<file path="config.mk">
export PLATFORM = sky130hd
export DESIGN_NAME = kbd_event_ctrl_flat
export DESIGN_NICKNAME = d
export VERILOG_FILES = /design/src/rtl/kbd_pkg.sv /design/src/rtl/kbd_event_ctrl_if.sv /design/src/rtl/ps2_rx_frame.sv /design/src/rtl/kbd_event_ctrl.sv /design/src/flat_wrapper.sv
export SDC_FILE = /design/constraint.sdc
export NUM_CORES = 1
export LEC_CHECK = 0
export ABC_AREA = 1
export CAP_MARGIN = 15
export CORE_MARGIN = 2
export CORE_UTILIZATION = 45
export CTS_BUF_LIST = sky130_fd_sc_hd__clkbuf_4
export DETAILED_ROUTE_END_ITERATION = 12
export PLACE_DENSITY_LB_ADDON = 0.1
export SLEW_MARGIN = 20
export SYNTH_ARGS = -nofsm -noshare
export SYNTH_HDL_FRONTEND = slang
export SYNTH_SLANG_ARGS = --single-unit
</file>
<file path="constraint.sdc">
create_clock -name clk -period 3 [get_ports clk]
set_clock_uncertainty 0.2 [all_clocks]
set_input_delay 0.3 -clock clk [delete_from_list [all_inputs] [get_ports clk]]
set_output_delay 0.3 -clock clk [all_outputs]
set_load 0.005 [all_outputs]
</file>
<file path="src/rtl/kbd_pkg.sv">
// Shared types and constants for the PS/2 keyboard event controller.
// Latency: none (declarations only).
// Backpressure: n/a.
package kbd_pkg;

    localparam logic [7:0] KBD_PREFIX_EXT = 8'hE0;
    localparam logic [7:0] KBD_PREFIX_BRK = 8'hF0;

    typedef enum logic [1:0] {
        ST_IDLE   = 2'd0,
        ST_DATA   = 2'd1,
        ST_PARITY = 2'd2,
        ST_STOP   = 2'd3
    } frame_state_t;

    typedef struct packed {
        logic       brk;
        logic       ext;
        logic [7:0] code;
    } kbd_event_t;

endpackage

</file>
<file path="src/rtl/kbd_event_ctrl_if.sv">
// CPU-side I/O bus of the keyboard controller: pop/clear in, head event and flags out.
// Latency: none (wiring only).
// Backpressure: the CPU pops one event per cycle of rd; the queue never stalls the CPU.
interface kbd_event_ctrl_if;

    logic       rd;
    logic       clr;
    logic [7:0] data;
    logic       brk;
    logic       ext;
    logic       valid;
    logic       interrupt;
    logic       overflow;
    logic       err;

    modport master (
        output rd, clr,
        input  data, brk, ext, valid, interrupt, overflow, err
    );

    modport slave (
        input  rd, clr,
        output data, brk, ext, valid, interrupt, overflow, err
    );

endinterface

</file>
<file path="src/rtl/ps2_rx_frame.sv">
// PS/2 receiver: pin synchroniser, 11-bit frame FSM and inter-edge watchdog (macro KBD_PARITY_CHECK_EN enables parity checking).
// Latency: frame_done / frame_err pulse one cycle after the stop-bit falling edge is detected.
// Backpressure: none; the keyboard cannot be stalled, every completed frame is reported.
module ps2_rx_frame
    import kbd_pkg::*;
#(
    parameter int TIMEOUT_CYC = 100000
) (
    input  logic       clk,
    input  logic       rst_n,
    input  logic       kb_clk,
    input  logic       kb_data,
    output logic [7:0] rx_byte,
    output logic       frame_done,
    output logic       frame_err
);

    localparam int TW = $clog2(TIMEOUT_CYC + 1);

    logic clk_s1, clk_s2, clk_s3;
    logic dat_s1, dat_s2;
    logic fall;
    logic bit_in;

    frame_state_t state, state_nxt;
    logic [2:0]    bitcnt;
    logic [7:0]    shreg;
    logic          par_bit;
    logic [TW-1:0] idle_cnt;
    logic          timeout;
    logic          frame_ok;
    logic          done_nxt, err_nxt;

    // Two-flop synchronisers; the extra clock flop keeps the previous level for edge detection.
    always_ff @(posedge clk or negedge rst_n) begin
        if (!rst_n) begin
            clk_s1 <= 1'b1;
            clk_s2 <= 1'b1;
            clk_s3 <= 1'b1;
            dat_s1 <= 1'b1;
            dat_s2 <= 1'b1;
        end else begin
            clk_s1 <= kb_clk;
            clk_s2 <= clk_s1;
            clk_s3 <= clk_s2;
            dat_s1 <= kb_data;
            dat_s2 <= dat_s1;
        end
    end

    assign fall    = clk_s3 & ~clk_s2;
    assign bit_in  = dat_s2;
    assign timeout = (idle_cnt == TW'(TIMEOUT_CYC));
    assign rx_byte = shreg;

`ifdef KBD_PARITY_CHECK_EN
    // Odd parity: data bits plus parity bit must contain an odd number of ones.
    assign frame_ok = bit_in & (^{shreg, par_bit});
`else
    assign frame_ok = bit_in;
`endif

    // Frame state register and registered completion pulses.
    always_ff @(posedge clk or negedge rst_n) begin
        if (!rst_n) begin
            state      <= ST_IDLE;
            frame_done <= 1'b0;
            frame_err  <= 1'b0;
        end else begin
            state      <= state_nxt;
            frame_done <= done_nxt;
            frame_err  <= err_nxt;
        end
    end

    // Next-state: advance only on a kb_clk falling edge; the watchdog pulls a stalled frame back to idle.
    always_comb begin
        state_nxt = state;
        done_nxt  = 1'b0;
        err_nxt   = 1'b0;
        if (fall) begin
            case (state)
                ST_IDLE:   if (!bit_in) state_nxt = ST_DATA;
                ST_DATA:   if (bitcnt == 3'd7) state_nxt = ST_PARITY;
                ST_PARITY: state_nxt = ST_STOP;
                ST_STOP: begin
                    state_nxt = ST_IDLE;
                    done_nxt  = frame_ok;
                    err_nxt   = ~frame_ok;
                end
                default:   state_nxt = ST_IDLE;
            endcase
        end else if (state != ST_IDLE && timeout) begin
            state_nxt = ST_IDLE;
        end
    end

    // Bit capture: LSB arrives first, so shift right and insert at the top.
    always_ff @(posedge clk or negedge rst_n) begin
        if (!rst_n) begin
            bitcnt  <= 3'd0;
            shreg   <= 8'd0;
            par_bit <= 1'b0;
        end else if (fall) begin
            case (state)
                ST_IDLE:   bitcnt <= 3'd0;
                ST_DATA: begin
                    shreg  <= {bit_in, shreg[7:1]};
                    bitcnt <= bitcnt + 3'd1;
                end
                ST_PARITY: par_bit <= bit_in;
                default:   ;
            endcase
        end
    end

    // Watchdog: counts cycles since the last falling edge while a frame is open.
    always_ff @(posedge clk or negedge rst_n) begin
        if (!rst_n) begin
            idle_cnt <= '0;
        end else if (state == ST_IDLE || fall || timeout) begin
            idle_cnt <= '0;
        end else begin
            idle_cnt <= idle_cnt + TW'(1);
        end
    end

endmodule

</file>
<file path="src/rtl/kbd_event_ctrl.sv">
// PS/2 keyboard controller: folds E0/F0 prefixes into key events, queues them, raises an interrupt (macro KBD_PARITY_CHECK_EN enables parity checking).
// Latency: io_ctrl.valid rises two cycles after the stop-bit falling edge is detected.
// Backpressure: none toward the keyboard; events arriving at a full queue are dropped and flagged in overflow.
module kbd_event_ctrl
    import kbd_pkg::*;
#(
    parameter int FIFO_DEPTH  = 8,
    parameter int TIMEOUT_CYC = 100000,
    parameter int INT_LEVEL   = 1
) (
    input  logic               clk,
    input  logic               rst_n,
    input  logic               io_keyboard_kb_clk,
    input  logic               io_keyboard_kb_data,
    kbd_event_ctrl_if.slave    io_ctrl
);

    localparam int           AW      = $clog2(FIFO_DEPTH);
    localparam logic [AW:0]  DEPTH_C = (AW + 1)'(FIFO_DEPTH);

    logic [7:0] rx_byte;
    logic       frame_done;
    logic       frame_err;

    logic       ext_pend, brk_pend;
    logic       push_req, push_ok, pop, full, valid, ovf_set;
    logic       irq_q, ovf_q, err_q;

    kbd_event_t          mem [FIFO_DEPTH];
    kbd_event_t          head;
    logic [AW-1:0]       wr_ptr, rd_ptr;
    logic [AW:0]         count;

    ps2_rx_frame #(.TIMEOUT_CYC(TIMEOUT_CYC)) u_rx (
        .clk        (clk),
        .rst_n      (rst_n),
        .kb_clk     (io_keyboard_kb_clk),
        .kb_data    (io_keyboard_kb_data),
        .rx_byte    (rx_byte),
        .frame_done (frame_done),
        .frame_err  (frame_err)
    );

    assign push_req = frame_done && (rx_byte != KBD_PREFIX_EXT) && (rx_byte != KBD_PREFIX_BRK);
    assign valid    = (count != '0);
    assign full     = (count == DEPTH_C);
    assign pop      = io_ctrl.rd && valid;
    // A pop in the same cycle frees the slot, so a full queue still accepts.
    assign push_ok  = push_req && (!full || pop);
    assign ovf_set  = push_req && full && !pop;
    assign head     = mem[rd_ptr];

    // Prefix flags: remembered until a real scancode consumes them, even if that event is dropped.
    always_ff @(posedge clk or negedge rst_n) begin
        if (!rst_n) begin
            ext_pend <= 1'b0;
            brk_pend <= 1'b0;
        end else if (frame_done) begin
            if (rx_byte == KBD_PREFIX_EXT) begin
                ext_pend <= 1'b1;
            end else if (rx_byte == KBD_PREFIX_BRK) begin
                brk_pend <= 1'b1;
            end else begin
                ext_pend <= 1'b0;
                brk_pend <= 1'b0;
            end
        end
    end

    // Event storage; contents need no reset because count gates every read.
    always_ff @(posedge clk) begin
        if (push_ok) begin
            mem[wr_ptr] <= '{brk: brk_pend, ext: ext_pend, code: rx_byte};
        end
    end

    // Queue pointers and occupancy.
    always_ff @(posedge clk or negedge rst_n) begin
        if (!rst_n) begin
            wr_ptr <= '0;
            rd_ptr <= '0;
            count  <= '0;
        end else begin
            if (push_ok) wr_ptr <= wr_ptr + AW'(1);
            if (pop)     rd_ptr <= rd_ptr + AW'(1);
            case ({push_ok, pop})
                2'b10:   count <= count + (AW + 1)'(1);
                2'b01:   count <= count - (AW + 1)'(1);
                default: count <= count;
            endcase
        end
    end

    // Interrupt pulse and sticky flags; a new set event wins over a simultaneous clear.
    always_ff @(posedge clk or negedge rst_n) begin
        if (!rst_n) begin
            irq_q <= 1'b0;
            ovf_q <= 1'b0;
            err_q <= 1'b0;
        end else begin
            irq_q <= push_ok;
            ovf_q <= ovf_set   | (ovf_q & ~io_ctrl.clr);
            err_q <= frame_err | (err_q & ~io_ctrl.clr);
        end
    end

    assign io_ctrl.data      = valid ? head.code : 8'd0;
    assign io_ctrl.brk       = valid & head.brk;
    assign io_ctrl.ext       = valid & head.ext;
    assign io_ctrl.valid     = valid;
    assign io_ctrl.interrupt = (INT_LEVEL != 0) ? valid : irq_q;
    assign io_ctrl.overflow  = ovf_q;
    assign io_ctrl.err       = err_q;

endmodule

</file>
<file path="src/flat_wrapper.sv">
// flat-port wrapper written by rule: the top's interface ports become plain ports
module kbd_event_ctrl_flat import kbd_pkg::*;
#(
    parameter int FIFO_DEPTH  = 8,
    parameter int TIMEOUT_CYC = 100000,
    parameter int INT_LEVEL   = 1
)
  (clk, rst_n, io_keyboard_kb_clk, io_keyboard_kb_data, io_ctrl_rd, io_ctrl_clr, io_ctrl_data, io_ctrl_brk, io_ctrl_ext, io_ctrl_valid, io_ctrl_interrupt, io_ctrl_overflow, io_ctrl_err);
  kbd_event_ctrl_if io_ctrl_i ();
  input  logic clk;
  input  logic rst_n;
  input  logic io_keyboard_kb_clk;
  input  logic io_keyboard_kb_data;
  input wire logic [$bits(io_ctrl_i.rd)-1:0] io_ctrl_rd;
  input wire logic [$bits(io_ctrl_i.clr)-1:0] io_ctrl_clr;
  output wire logic [$bits(io_ctrl_i.data)-1:0] io_ctrl_data;
  output wire logic [$bits(io_ctrl_i.brk)-1:0] io_ctrl_brk;
  output wire logic [$bits(io_ctrl_i.ext)-1:0] io_ctrl_ext;
  output wire logic [$bits(io_ctrl_i.valid)-1:0] io_ctrl_valid;
  output wire logic [$bits(io_ctrl_i.interrupt)-1:0] io_ctrl_interrupt;
  output wire logic [$bits(io_ctrl_i.overflow)-1:0] io_ctrl_overflow;
  output wire logic [$bits(io_ctrl_i.err)-1:0] io_ctrl_err;
  assign io_ctrl_i.rd = io_ctrl_rd;
  assign io_ctrl_i.clr = io_ctrl_clr;
  assign io_ctrl_data = io_ctrl_i.data;
  assign io_ctrl_brk = io_ctrl_i.brk;
  assign io_ctrl_ext = io_ctrl_i.ext;
  assign io_ctrl_valid = io_ctrl_i.valid;
  assign io_ctrl_interrupt = io_ctrl_i.interrupt;
  assign io_ctrl_overflow = io_ctrl_i.overflow;
  assign io_ctrl_err = io_ctrl_i.err;
  kbd_event_ctrl #(.FIFO_DEPTH(FIFO_DEPTH), .TIMEOUT_CYC(TIMEOUT_CYC), .INT_LEVEL(INT_LEVEL)) u_core (.clk(clk), .rst_n(rst_n), .io_keyboard_kb_clk(io_keyboard_kb_clk), .io_keyboard_kb_data(io_keyboard_kb_data), .io_ctrl(io_ctrl_i));
endmodule
</file>
== Yosys cells after proc, flatten, opt, wreduce, memory -nomap -nowiden ==
Memories as Yosys holds them, arrays and structs flattened.
Index checks and enable logic that the tools add are counted.

* Bits in registers: 51
* Memory bits (writable): 80
* Input port bits: 6
* Output and inout bits: 14
* Logic and storage cells: 92
* Memories kept: 1

* $add $sub $neg: 6
* Equal/unequal tests: 15
* Mux-type cells: 18
* Bitwise gates (word level): 11
* Reductions and logical operators: 23

{| class="wikitable"
|+ Memories
! name !! depth !! width !! read ports !! clocked after Yosys merged registers in !! write ports !! line !! source
|-
| u_core.mem || 8 || 10 || 1 || 0 || 1 || kbd_event_ctrl.sv:29 || <nowiki>kbd_event_t mem [FIFO_DEPTH];</nowiki>
|}

{| class="wikitable"
|+ Operator list
! operator !! number
|-
| 17-bit by 1-bit adder with 17-bit output, second input constant || 1
|-
| 17-bit == test, second input constant || 1
|-
| 17-bit two-way mux || 1
|-
| 8-bit == test, second input constant || 2
|-
| 8-bit != test, second input constant || 2
|-
| 3-bit by 1-bit adder with 3-bit output, second input constant || 3
|-
| 1-bit two-way mux || 9
|-
| 2-bit two-way mux || 4
|-
| 8-bit two-way mux || 1
|-
| 2-bit case mux with 4 select lines || 1
|-
| 4-bit case mux with 2 select lines || 1
|-
| 2-bit AND reduction || 4
|-
| 2-bit nonzero test || 4
|-
| 1-bit logical AND || 7
|-
| 2-bit == test, second input constant || 3
|-
| 3-bit != test, second input constant || 2
|-
| 3-bit case mux with 2 select lines || 1
|-
| 1-bit AND || 5
|-
| 4-bit by 1-bit adder with 4-bit output, second input constant || 1
|-
| 2-bit by 1-bit == test with 1-bit output, second input constant || 2
|-
| 4-bit == test, second input constant || 1
|-
| 1-bit inverter || 4
|-
| 4-bit nonzero test || 1
|-
| 4-bit by 1-bit subtractor with 4-bit output, second input constant || 1
|-
| other kinds (7) || 11
|}

== Longest topological paths before layout ==
Gate-level depths: netlist of run 1.

* Depth after elaboration: 6
* Depth in mapped cells: 18
* Gate-level depth less buffers: 18

== Cells and area by module ==
From an unflattened synthesis of run 1, not the netlist that was laid out.

* Cell total of the unflattened synthesis: 541
* Area total of the unflattened synthesis: 5,805.6 sq um

{| class="wikitable"
|+ Modules (own cells, without submodules)
! module !! instances !! cells an instance !! area an instance (sq um) !! seq. area each (sq um)
|-
| kbd_event_ctrl || 1 || 334 || 3,952.5 || 2,752.6
|-
| ps2_rx_frame || 1 || 207 || 1,853.0 || 932.1
|}

== Worst setup path after synthesis of run 1 ==
Ideal clock, no wire load.

* Path type: flip-flop to flip-flop
* Start: reg u_core.u_rx.shreg[1] (netlist: u_core.u_rx.rx_byte[1])
* End: reg u_core.count[3]
* Library setup time: 113 ps
* Arrival: 1,845 ps
* Data required time: 2,687 ps
* Path slack: 842 ps
* Stages on the path, launching flop included: 17
* Path buffers: 0
* Period minus slack after synthesis: 2,158 ps
* Cell sequence: dfrtp_1 nor2_1 nand2_1 nor2_2 nor2_4 nand2_4 nand2_2 inv_1 ha_1 nand2_1 nand2_1 a31oi_1 inv_1 nand2_1 nand3_1 nand2_1 inv_1

* Word-level cells in the longest chain between the ends: 6
* Elaborated cells on any way between the ends: 9
* Classes of those cells: eq/ne (4); mux (1); reduce/logical (4)

{| class="wikitable"
|+ Ends and longest elaborated chain
! what !! line !! source
|-
| start: declaration || ps2_rx_frame.sv:27 || <nowiki>logic [7:0] shreg;</nowiki>
|-
| start signal: assignment || ps2_rx_frame.sv:108 || <nowiki>shreg <= {bit_in, shreg[7:1]};</nowiki>
|-
| 8-bit != test || kbd_event_ctrl.sv:44 || <nowiki>assign push_req = frame_done && (rx_byte != KBD_PREFIX_EXT) && (rx_byte != KBD_PREFIX_BRK);</nowiki>
|-
| 1-bit logical AND || kbd_event_ctrl.sv:44 ||
|-
| 1-bit logical AND * || kbd_event_ctrl.sv:44 ||
|-
| 1-bit logical AND * || kbd_event_ctrl.sv:49 || <nowiki>assign push_ok = push_req && (!full || pop);</nowiki>
|-
| 2-bit by 1-bit == test with 1-bit output / 2-bit == test (equally long branches) || kbd_event_ctrl.sv:86 || <nowiki>case ({push_ok, pop})</nowiki>
|-
| 4-bit case mux with 2 select lines / 2-bit nonzero test (equally long branches) || - ||
|-
| end signal: assignment || kbd_event_ctrl.sv:87 || <nowiki>2'b10: count <= count + (AW + 1)'(1);</nowiki>
|-
| end signal: assignment || kbd_event_ctrl.sv:88 || <nowiki>2'b01: count <= count - (AW + 1)'(1);</nowiki>
|-
| end signal: assignment || kbd_event_ctrl.sv:89 || <nowiki>default: count <= count;</nowiki>
|-
| end: declaration || kbd_event_ctrl.sv:32 || <nowiki>logic [AW:0] count;</nowiki>
|}

Mark *: on every way between the ends. The rest lies on a longest branch, timed or not.
A chain may end at the register's enable or synchronous reset.

== Final worst setup path of run 1 ==
* Start: reg u_core.rd_ptr[0]
* End: out io_ctrl_data[2]

* Word-level cells in the longest chain between the ends: 2

{| class="wikitable"
|+ Ends and longest elaborated chain
! what !! line !! source
|-
| start: declaration || kbd_event_ctrl.sv:31 || <nowiki>logic [AW-1:0] wr_ptr, rd_ptr;</nowiki>
|-
| start signal: assignment || kbd_event_ctrl.sv:85 || <nowiki>if (pop) rd_ptr <= rd_ptr + AW'(1);</nowiki>
|-
| memory read 8 x 10 bit || - ||
|-
| 8-bit two-way mux || kbd_event_ctrl.sv:107 || <nowiki>assign io_ctrl.data = valid ? head.code : 8'd0;</nowiki>
|-
| end: declaration || flat_wrapper.sv:16 || <nowiki>output wire logic [$bits(io_ctrl_i.data)-1:0] io_ctrl_data;</nowiki>
|}

Every way passes these cells.

==> flow_summary.toml, run 1 <==
[die]
die_width_um = 116
pin_count = 20
die_y_um = 116
core_sq_um = 12500
start_util = 0.456
die_area_sq_um = 13600
core.rowCount = 41

[clock_network]
clk_pin_slew_ns = 0.11
root_buffer = "clkbuf_4"
clkLatencyLatePin_ns = 0.51
clockBufferDepth = 2
htreeDepth = 4
cts_buffers = 17
cts_tree = "yes"
cts_sinks = 131

[global_route]
grt_pass1_wl_um = 19000
grtUsageMet3 = 0.0566
grt_pass1_vias = 3880
grt_use_met2 = 0.307
grtUsageMet1 = 0.234
grt-busiest-layer = "met2"
grt_max_degree = 48
gr-total-overflow = 0
antenna_found_initial = 0
track_usage = 0.187

[power_and_ir_drop]
powerDensity_nw_per_um2 = 851
leakage_uw = 0.00258
peakVddDrop_v = 0.000379

[critical_path]
slowest_delay_ns = 0.50
crit_arrival_ns = 2.32
worst_setup_path_end_kind = "output port"
worstPathCellList = "inv_4 > buf_12 > clkbuf_16 > nor2_1 > o32ai_1 > nor2_1 > nor2_1 > clkdlybuf4s50_1"
critPathLaunchType = "flop"
slowest_stage = "clkdlybuf4s50_1"
crit_fanout = 20
cp.required_ns = 2.50
cp_top_family = "buffers and inverters"
crit_buf_inv = 4
crit_path_frequent_cell = "nor2_1"
critical_path_class = "reg2out"

[synthesis]
synthCells = 530
avgSynthCellArea_sq_um = 10.7
syn-num-nets = 549
yosysMostFrequentCell = "nor2_1"
yosysTopAreaCell = "edfxtp_1"
yosysWarnings = 0
netlist_area_sq_um = 5690
synth_area_leaders = "edfxtp_1, dfrtp_1, nor2_1"
seq_area_frac_synth = 0.648
ys.flop_type = "edfxtp_1"
synth.top_cell.area_share = 0.422
synthTopCellsByCount = "nor2_1, edfxtp_1, nand2_1"
synth_cell_type_count = 33
synth-seq-cells = 131
async_flop_share = 0.389
synth_edf_count = 80

[sta]
setup_viol = 0
fmax_ghz = 0.355
fin_ws_ns = 0.181
drv_slew = 0
max-slew-margin-rel = 0.393
tightest_slew_ns = 0.908
period_needed_ns = 2.82
hold_viol = 0
fin_crit_sh = 0.940

[placement]
gp_congestion = 0.881
hpwl_um = 7530
port_buffers = 19
dp.cells = 716
pre_cts_ws_ns = 0.377

[routing]
first_pass_iters = 4
routed_wl_um = 11900
drtIter0Drc = 265
vias = 3859
via_per_inst = 5.11
drt.antenna.violating_nets = 0
wl_per_cell_um = 15.8
drc = 0

[cells_and_area]
final_cells = 755
area_growth_pct = 16.4
antenna_cells = 0
nets = 589
drive_gt1_frac = 0.146

[flow_run]
maxCapViolCount = 0

[run_status]
outcome = "complete, no violations"

[hold_path]
worst_hold_path_type = "in2async"
[flip-flops by register name, summed over array words and instances (netlist names)]
signal                   flops
u_core.mem                  80
u_core.u_rx.idle_cnt        17
u_core.u_rx.rx_byte          8
u_core.count                 4
u_core.rd_ptr                3
u_core.u_rx.bitcnt           3
u_core.wr_ptr                3
u_core.u_rx.state            2
u_core.brk_pend              1
u_core.ext_pend              1
u_core.io_ctrl.err           1
u_core.io_ctrl.overflow      1
u_core.u_rx.bit_in           1
u_core.u_rx.clk_s1           1
u_core.u_rx.clk_s2           1
u_core.u_rx.clk_s3           1
u_core.u_rx.dat_s1           1
u_core.u_rx.frame_done       1
u_core.u_rx.frame_err        1
[cell type report]
type,instances,area (sq um)
multi-input cells,332,1780
fillers,1103,5840
repair buffers,39,432
clock buffers,22,165
well taps,172,215
clock inverters,10,158
flip-flops and latches,131,3690
inverters,49,186
[logic make-up after synthesis]
| group | share of synthesized area |
|---|---|
| xor+xnor | 0.0139 |
| compound gates | 0.0810 |
| fa+ha+maj | 0.0299 |
| simple gates | 0.181 |
| buf+inv | 0.0464 |
| flops | 0.648 |
[power by group]
| part | switching (uW) | internal, uW |
|---|---|---|
| sequential | 184 | 2180 |
| clock | 610 | 705 |
| combinational | 1090 | 866 |
[per-layer routing]
metal  vias to the layer above  share of wire
li1                       1904              -
met1                      1871           0.46
met2                        74           0.50
met3                        10          0.034
met4                         0         0.0091
met5                         -              0
[placed cells by master, fill, tap and decap left out, types with 4 or more instances in the layout]
cell type / count
dfrtp_1: 45
nand3_1: 13
clkbuf_4: 22
a21oi_1: 8
nand2_1: 53
xor2_1: 8
dfstp_2: 5
o32ai_1: 15
edfxtp_1: 80
inv_1: 40
clkdlybuf4s50_1: 14
nor4_1: 4
o21ai_0: 33
ha_1: 12
o21ai_1: 12
nor3_1: 17
nor2_2: 8
nor2_1: 116
nand4_1: 11
buf_4: 12
dlymetal6s2s_1: 4
o32ai_2: 5
inv_2: 8
bufinv_16: 4
[path summary, 6_finish.rpt]
check                           cells after the start                      end  slack [ns]                    from
worst min register to register                      0       u_core.u_rx.bit_in        0.16      u_core.u_rx.dat_s1
max in group asynchronous                           3   u_core.u_rx.frame_done        1.95                   rst_n
min in group clk                                    0       u_core.u_rx.bit_in        0.16      u_core.u_rx.dat_s1
worst max register to register                      9         u_core.mem[5][9]        0.49  u_core.u_rx.rx_byte[5]
worst max-delay path                                8          io_ctrl_data[2]        0.18        u_core.rd_ptr[0]
worst min-delay path                                2  u_core.u_rx.idle_cnt[1]        0.13                   rst_n
[metrics by stage]
step	utilization	power, uW	setup TNS, ns	instance area [sq um]	hold WS [ns]
2_1_floorplan	-	3430	0	5690	-0.196
3_3_place_gp	0.492	4150	0	6130	0.147
3_5_place_dp	0.492	4190	0	6130	0.148
4_1_cts	0.521	5530	0	6490	0.163
5_1_grt	0.531	6030	-0.00204	6620	0.124
6_report	0.531	5640	0	6620	0.133
[repair_timing]
item / in CTS / in global routing
endpoints found under the hold margin: 43 / 0
gates cloned: 0 / 2
hold buffers: 3 / 0
gates resized for setup: 1 / 12
pin swaps: 0 / 2
buffers inserted: 0 / 2
endpoints found under the setup margin: 1 / 7
(Power assumes the default switching activity.)
==> run 2, diff against run 1 <==
--- a/config.mk
+++ b/config.mk
@@ -11,7 +11,7 @@
 export CORE_UTILIZATION = 45
 export CTS_BUF_LIST = sky130_fd_sc_hd__clkbuf_4
 export DETAILED_ROUTE_END_ITERATION = 12
-export PLACE_DENSITY_LB_ADDON = 0.1
+export PLACE_DENSITY = 0.64
 export SLEW_MARGIN = 20
 export SYNTH_ARGS = -nofsm -noshare
 export SYNTH_HDL_FRONTEND = slang
==> run 2 against run 1 <==
Critical path depth is 1 lower. Global-route usage about the same. Sequential share of layout area grew 0.67 points. Non-clock buffer count unchanged. Hold slack better by 0.032 ns. Cell count unchanged. Fmax increased by 0.56%. Via count shrank 0.34%. Count of clock-buffer cells in the layout fell by 1. Clock power about the same. Largest power group unchanged. Highest routed layer unchanged.
==> flow_summary.toml, run 2 (same netlist as run 1, synthesis figures left out) <==
[flow_run]
maxCapViolCount = 0

[clock_network]
clockBufferDepth = 2
root_buffer = "clkbuf_4"
clkLatencyLatePin_ns = 0.52
cts_tree = "yes"
htreeDepth = 4
clk_pin_slew_ns = 0.11
post_cts_buffers = 0
cts_sinks = 131
cts_buffers = 17

[sta]
rsz0062_at_grt = "no"
fin_crit_sh = 0.935
hold_viol = 0
fmax_ghz = 0.357
tightest_slew_ns = 0.641
whs_ns = 0.164
fin_tns_setup_ns = 0
drv_slew = 0
max-slew-margin-rel = 0.573
setup_viol = 0
period_needed_ns = 2.80

[die]
die_y_um = 116
die_area_sq_um = 13600
start_util = 0.456
die_width_um = 116
core.rowCount = 41
core_sq_um = 12500
pin_count = 20

[routing]
routedLengthMet1_um = 5290
vias = 3846
met3_wirelength_um = 707
drt.antenna.violating_nets = 0
highest_layer = "met4"
routed_wl_um = 11700
wl_per_cell_um = 15.4
drtIter0Drc = 248
via_per_inst = 5.09
met2_length_um = 5510
drc = 0
first_pass_iters = 5

[cells_and_area]
area_growth_pct = 15.1
mostFrequentLayoutCell = "nor2_1"
nets = 589
largest_reg_flops = 80
regMostFlops = "u_core.mem"
drive_gt1_frac = 0.142
antenna_cells = 0
fillCellCount = 1150
layout_common_cells = "nor2_1, edfxtp_1, nand2_1, dfrtp_1, inv_1"

[global_route]
antenna_found_initial = 0
track_usage = 0.187
gr-total-overflow = 0
grt_pass1_wl_um = 18800
grt_pass1_vias = 3709
grt_max_degree = 52

[power_and_ir_drop]
totalPowerFinal_uw = 5510
powerDensity_nw_per_um2 = 842
peakVddDrop_v = 0.000391
leakage_uw = 0.00251

[critical_path]
critPathLaunchType = "flop"
reg2reg_from = "u_core.u_rx.rx_byte[0]"
cp.required_ns = 2.50
crit_fanout = 12
critical_path_class = "reg2out"
worst_setup_path_end_kind = "output port"
crit_arrival_ns = 2.30
critPathLaunch = "u_core.rd_ptr[0]"

[placement]
gp_congestion = 0.857
hpwl_um = 7530
port_buffers = 19

[hold_path]
hp-start = "u_core.u_rx.clk_s1"
worst_hold_path_type = "reg2reg"

[run_status]
outcome = "complete, no violations"
run 2: cell count changes in the layout (fill, tap and decap cells not counted), moves of 2 or more:
| cell | previous run | this run |
|---|---|---|
| buf_12 | 3 | 1 |
| buf_6 | 1 | 3 |
| clkdlybuf4s50_1 | 14 | 18 |
| clkinvlp_4 | 1 | 3 |
| dlymetal6s2s_1 | 4 | 0 |
| o32ai_1 | 15 | 19 |
| o32ai_2 | 5 | 1 |
run 2: layout make-up:
cell class | instances | area, sq um | share of cell area
Inverter | 49 | 190 | 0.0291
Sequential cell | 131 | 3690 | 0.563
Multi-Input combinational cell | 332 | 1750 | 0.267
Clock buffer | 21 | 158 | 0.0241
Clock inverter | 11 | 161 | 0.0247
Tap cell | 172 | 215 | 0.0329
Timing Repair Buffer | 39 | 384 | 0.0587
run 2: final timing paths:
kind                                       to  slack, ns  cells after the start
min reg2reg                u_core.u_rx.clk_s2       0.16                      0
max in group asynchronous    u_core.rd_ptr[0]       1.91                      3
max reg2reg                   u_core.count[3]       0.45                     14
min in group asynchronous    u_core.wr_ptr[1]       0.22                      3
min                        u_core.u_rx.clk_s2       0.16                      0
max                           io_ctrl_data[1]       0.20                      7
run 2: worst max-delay path, cell delays in order, from the launching register on:
cell             delay (ns)
dfrtp_2                0.46
inv_4                  0.10
buf_6                  0.16
nor2_1                 0.05
o32ai_1                0.25
o21ai_1                0.09
nor2_1                 0.15
clkdlybuf4s50_1        0.53
run 2: where the power goes:
| part | total [uW] | internal, uW | leakage [uW] | switching [uW] |
|---|---|---|---|---|
| Combinational | 1770 | 781 | 0.000957 | 987 |
| Sequential | 2450 | 2190 | 0.00138 | 260 |
| Clock | 1300 | 692 | 0.000169 | 607 |
| Total | 5510 | 3660 | 0.00251 | 1850 |
run 2: per-layer routing:
layer  GRT usage  vias to the layer above
li1            -                     1909
met1       0.250                     1834
met2       0.293                       93
met3      0.0602                       10
met4      0.0587                        0
met5           0                        -
run 2: repair_timing:
item	in CTS	in global routing
gates resized for setup	2	7
gates cloned	0	1
pin swaps	0	0
endpoints found under the setup margin	1	8
endpoints found under the hold margin	48	0
hold buffers	3	0
run 2: stage by stage:
stage               utilization  std cells  cell area (sq um)  worst slack, ns
finish                    0.525        755               6550            0.196
global route              0.525        755               6550          0.00372
CTS                       0.521        754               6490           0.0213
detailed placement        0.493        719               6140            0.458
global placement          0.493        719               6140            0.572
floorplan                     -        530               5690            0.842
==> run 3, diff against run 2 <==
--- a/config.mk
+++ b/config.mk
@@ -5,13 +5,13 @@
 export SDC_FILE = /design/constraint.sdc
 export NUM_CORES = 1
 export LEC_CHECK = 0
-export ABC_AREA = 1
 export CAP_MARGIN = 15
 export CORE_MARGIN = 2
 export CORE_UTILIZATION = 45
 export CTS_BUF_LIST = sky130_fd_sc_hd__clkbuf_4
 export DETAILED_ROUTE_END_ITERATION = 12
 export PLACE_DENSITY = 0.64
+export SKIP_LAST_GASP = 1
 export SLEW_MARGIN = 20
 export SYNTH_ARGS = -nofsm -noshare
 export SYNTH_HDL_FRONTEND = slang
==> run 3 against run 2 <==
Critical path depth decreased by 2. Sequential share of layout area increased by 0.73 points. Sequential power increased by 4%. Non-clock buffer count increased by 8. Combinational power decreased by 8%. Count of clock-buffer cells in the layout decreased by 2. Critical path type unchanged. Largest power group unchanged.
==> flow_summary.toml, run 3 <==
[critical_path]
critical_path_class = "reg2out"
crit_fanout = 6
worst_setup_path_end_kind = "output port"
critPathLaunch = "u_core.rd_ptr[0]"
critPathLaunchType = "flop"
crit_arrival_ns = 2.37
reg2reg_from = "u_core.count[0]"
cp.required_ns = 2.50

[power_and_ir_drop]
leakage_uw = 0.00248
powerDensity_nw_per_um2 = 845
peakVddDrop_v = 0.000476

[synthesis]
synth.top_cell.area_share = 0.434
avgSynthCellArea_sq_um = 15.7
seq_area_frac_synth = 0.666
yosysMostFrequentCell = "edfxtp_1"
muxShareOfSynthArea = 0.128
synth_cell_type_count = 51
yosysTopAreaCell = "edfxtp_1"
netlist_area_sq_um = 5530
synth_compound_area_frac = 0.0292
ys.flop_type = "edfxtp_1"
async_flop_share = 0.389
yosysWarnings = 0
synthCells = 353
synth_top_family_by_area = "multiplexers"
synth-seq-cells = 131
synth-xor-area-share = 0.0301
synth_area_leaders = "edfxtp_1, dfrtp_1, mux4_2"
synth-simple-area-share = 0.0966
synthTopCellsByCount = "edfxtp_1, dfrtp_1, nor2_1"
syn-num-nets = 372
synthAdderAreaFrac = 0.0308
synth_edf_count = 80

[die]
core_sq_um = 12000
die_width_um = 115
die_y_um = 115
pin_count = 20
core.rowCount = 40
start_util = 0.461
die_area_sq_um = 13200

[sta]
fin_crit_sh = 0.957
period_needed_ns = 2.87
hold_viol = 0
tightest_slew_ns = 0.614
whs_ns = 0.0702
drv_slew = 0
setup_viol = 0
fmax_ghz = 0.348
rsz0062_at_grt = "yes"
max-slew-margin-rel = 0.590

[cells_and_area]
largest_reg_flops = 80
drive_gt1_frac = 0.249
mostFrequentLayoutCell = "edfxtp_1"
multi_input_area_sq_um = 1760
antenna_cells = 0
area_growth_pct = 16.8
layout_common_cells = "edfxtp_1, dfrtp_1, nor2_1, buf_4, mux4_2"
seq_area_sq_um = 3690
nets = 427
regMostFlops = "u_core.mem"
design_area_sq_um = 6460
fillCellCount = 987

[global_route]
grt_pass1_vias = 3145
antenna_found_initial = 0
track_usage = 0.168
gr-total-overflow = 0
grt_max_degree = 23
grt_pass1_wl_um = 16300

[clock_network]
cts_sinks = 131
clk_pin_slew_ns = 0.11
htreeDepth = 4
root_buffer = "clkbuf_4"
clockBufferDepth = 2
cts_tree = "yes"
cts_buffers = 17
clkLatencyLatePin_ns = 0.50

[flow_run]
maxCapViolCount = 0

[routing]
wl_per_cell_um = 17.8
drt.antenna.violating_nets = 0
first_pass_iters = 5
via_per_inst = 5.36
drtIter0Drc = 150
routed_wl_um = 10100
vias = 3043
drc = 0

[placement]
port_buffers = 19
dpl_cell_area_sq_um = 6030
gp_congestion = 0.767
hpwl_um = 6620

[hold_path]
worst_hold_path_type = "in2async"

[run_status]
outcome = "complete, no violations"
==> run 3: layer usage <==
layer	global-route usage	vias up	part of all wire
met5	0	-	0
met4	0.0627	0	0.014
met3	0.0416	11	0.035
met2	0.279	51	0.51
met1	0.216	1543	0.44
li1	-	1438	-
==> run 3: cells by family after synthesis <==
group / count (synthesis)
AO/OA/AOI/OAI: 23
multiplexers: 42
flip-flops: 131
buffers and inverters: 25
AND/OR/NAND/NOR: 100
adder cells (fa/ha/maj): 13
XOR/XNOR: 19
==> run 3: metrics by stage <==
step	setup TNS, ns	total power (uW)	setup WS [ns]	cells	utilization
floorplan	0	3510	0.147	353	-
global placement	0	4070	0.322	529	0.502
detailed placement	0	4120	0.218	529	0.502
CTS	0	5420	0.0176	564	0.531
global route	-0.0305	5810	-0.0252	568	0.538
finish	0	5460	0.129	568	0.538
==> run 3: where the power goes <==
part           switching [uW]  leakage, uW  internal (uW)  total, uW
sequential                312      0.00139           2230       2550
clock                     612     0.000159            679       1290
combinational             683     0.000932            940       1620
total                    1610      0.00248           3850       5460
==> run 3: worst paths after layout <==
check,end,slack [ns],cells past startpoint
min in group clk,u_core.u_rx.clk_s2,0.16,0
max,io_ctrl_data[4],0.13,5
max in group asynchronous,u_core.u_rx.clk_s1,1.88,3
max reg2reg,u_core.count[3],0.26,10
min reg2reg,u_core.u_rx.clk_s2,0.16,0
min,u_core.u_rx.state[1],0.07,2
==> run 3: layout make-up <==
type	count	area share
clock buffer	19	0.0221
clock inverter	13	0.0285
inverter	14	0.00814
multi-input combinational	197	0.272
sequential	131	0.571
tap	147	0.0285
timing repair buffer	47	0.0701
==> run 3: worst max-delay path, cell delays in order, from the launching register on <==
cell and delay (ns):
dfrtp_2 0.47, buf_12 0.15, mux4_2 0.53, mux2i_1 0.21, nor2_1 0.06, clkdlybuf4s50_1 0.44
==> run 3: repair_timing <==
action | CTS | global route
hold buffers | 3 | 0
resized for setup | 0 | 4
setup buffers | 0 | 2
setup endpoints to repair | 0 | 3
endpoints found under the hold margin | 49 | 0
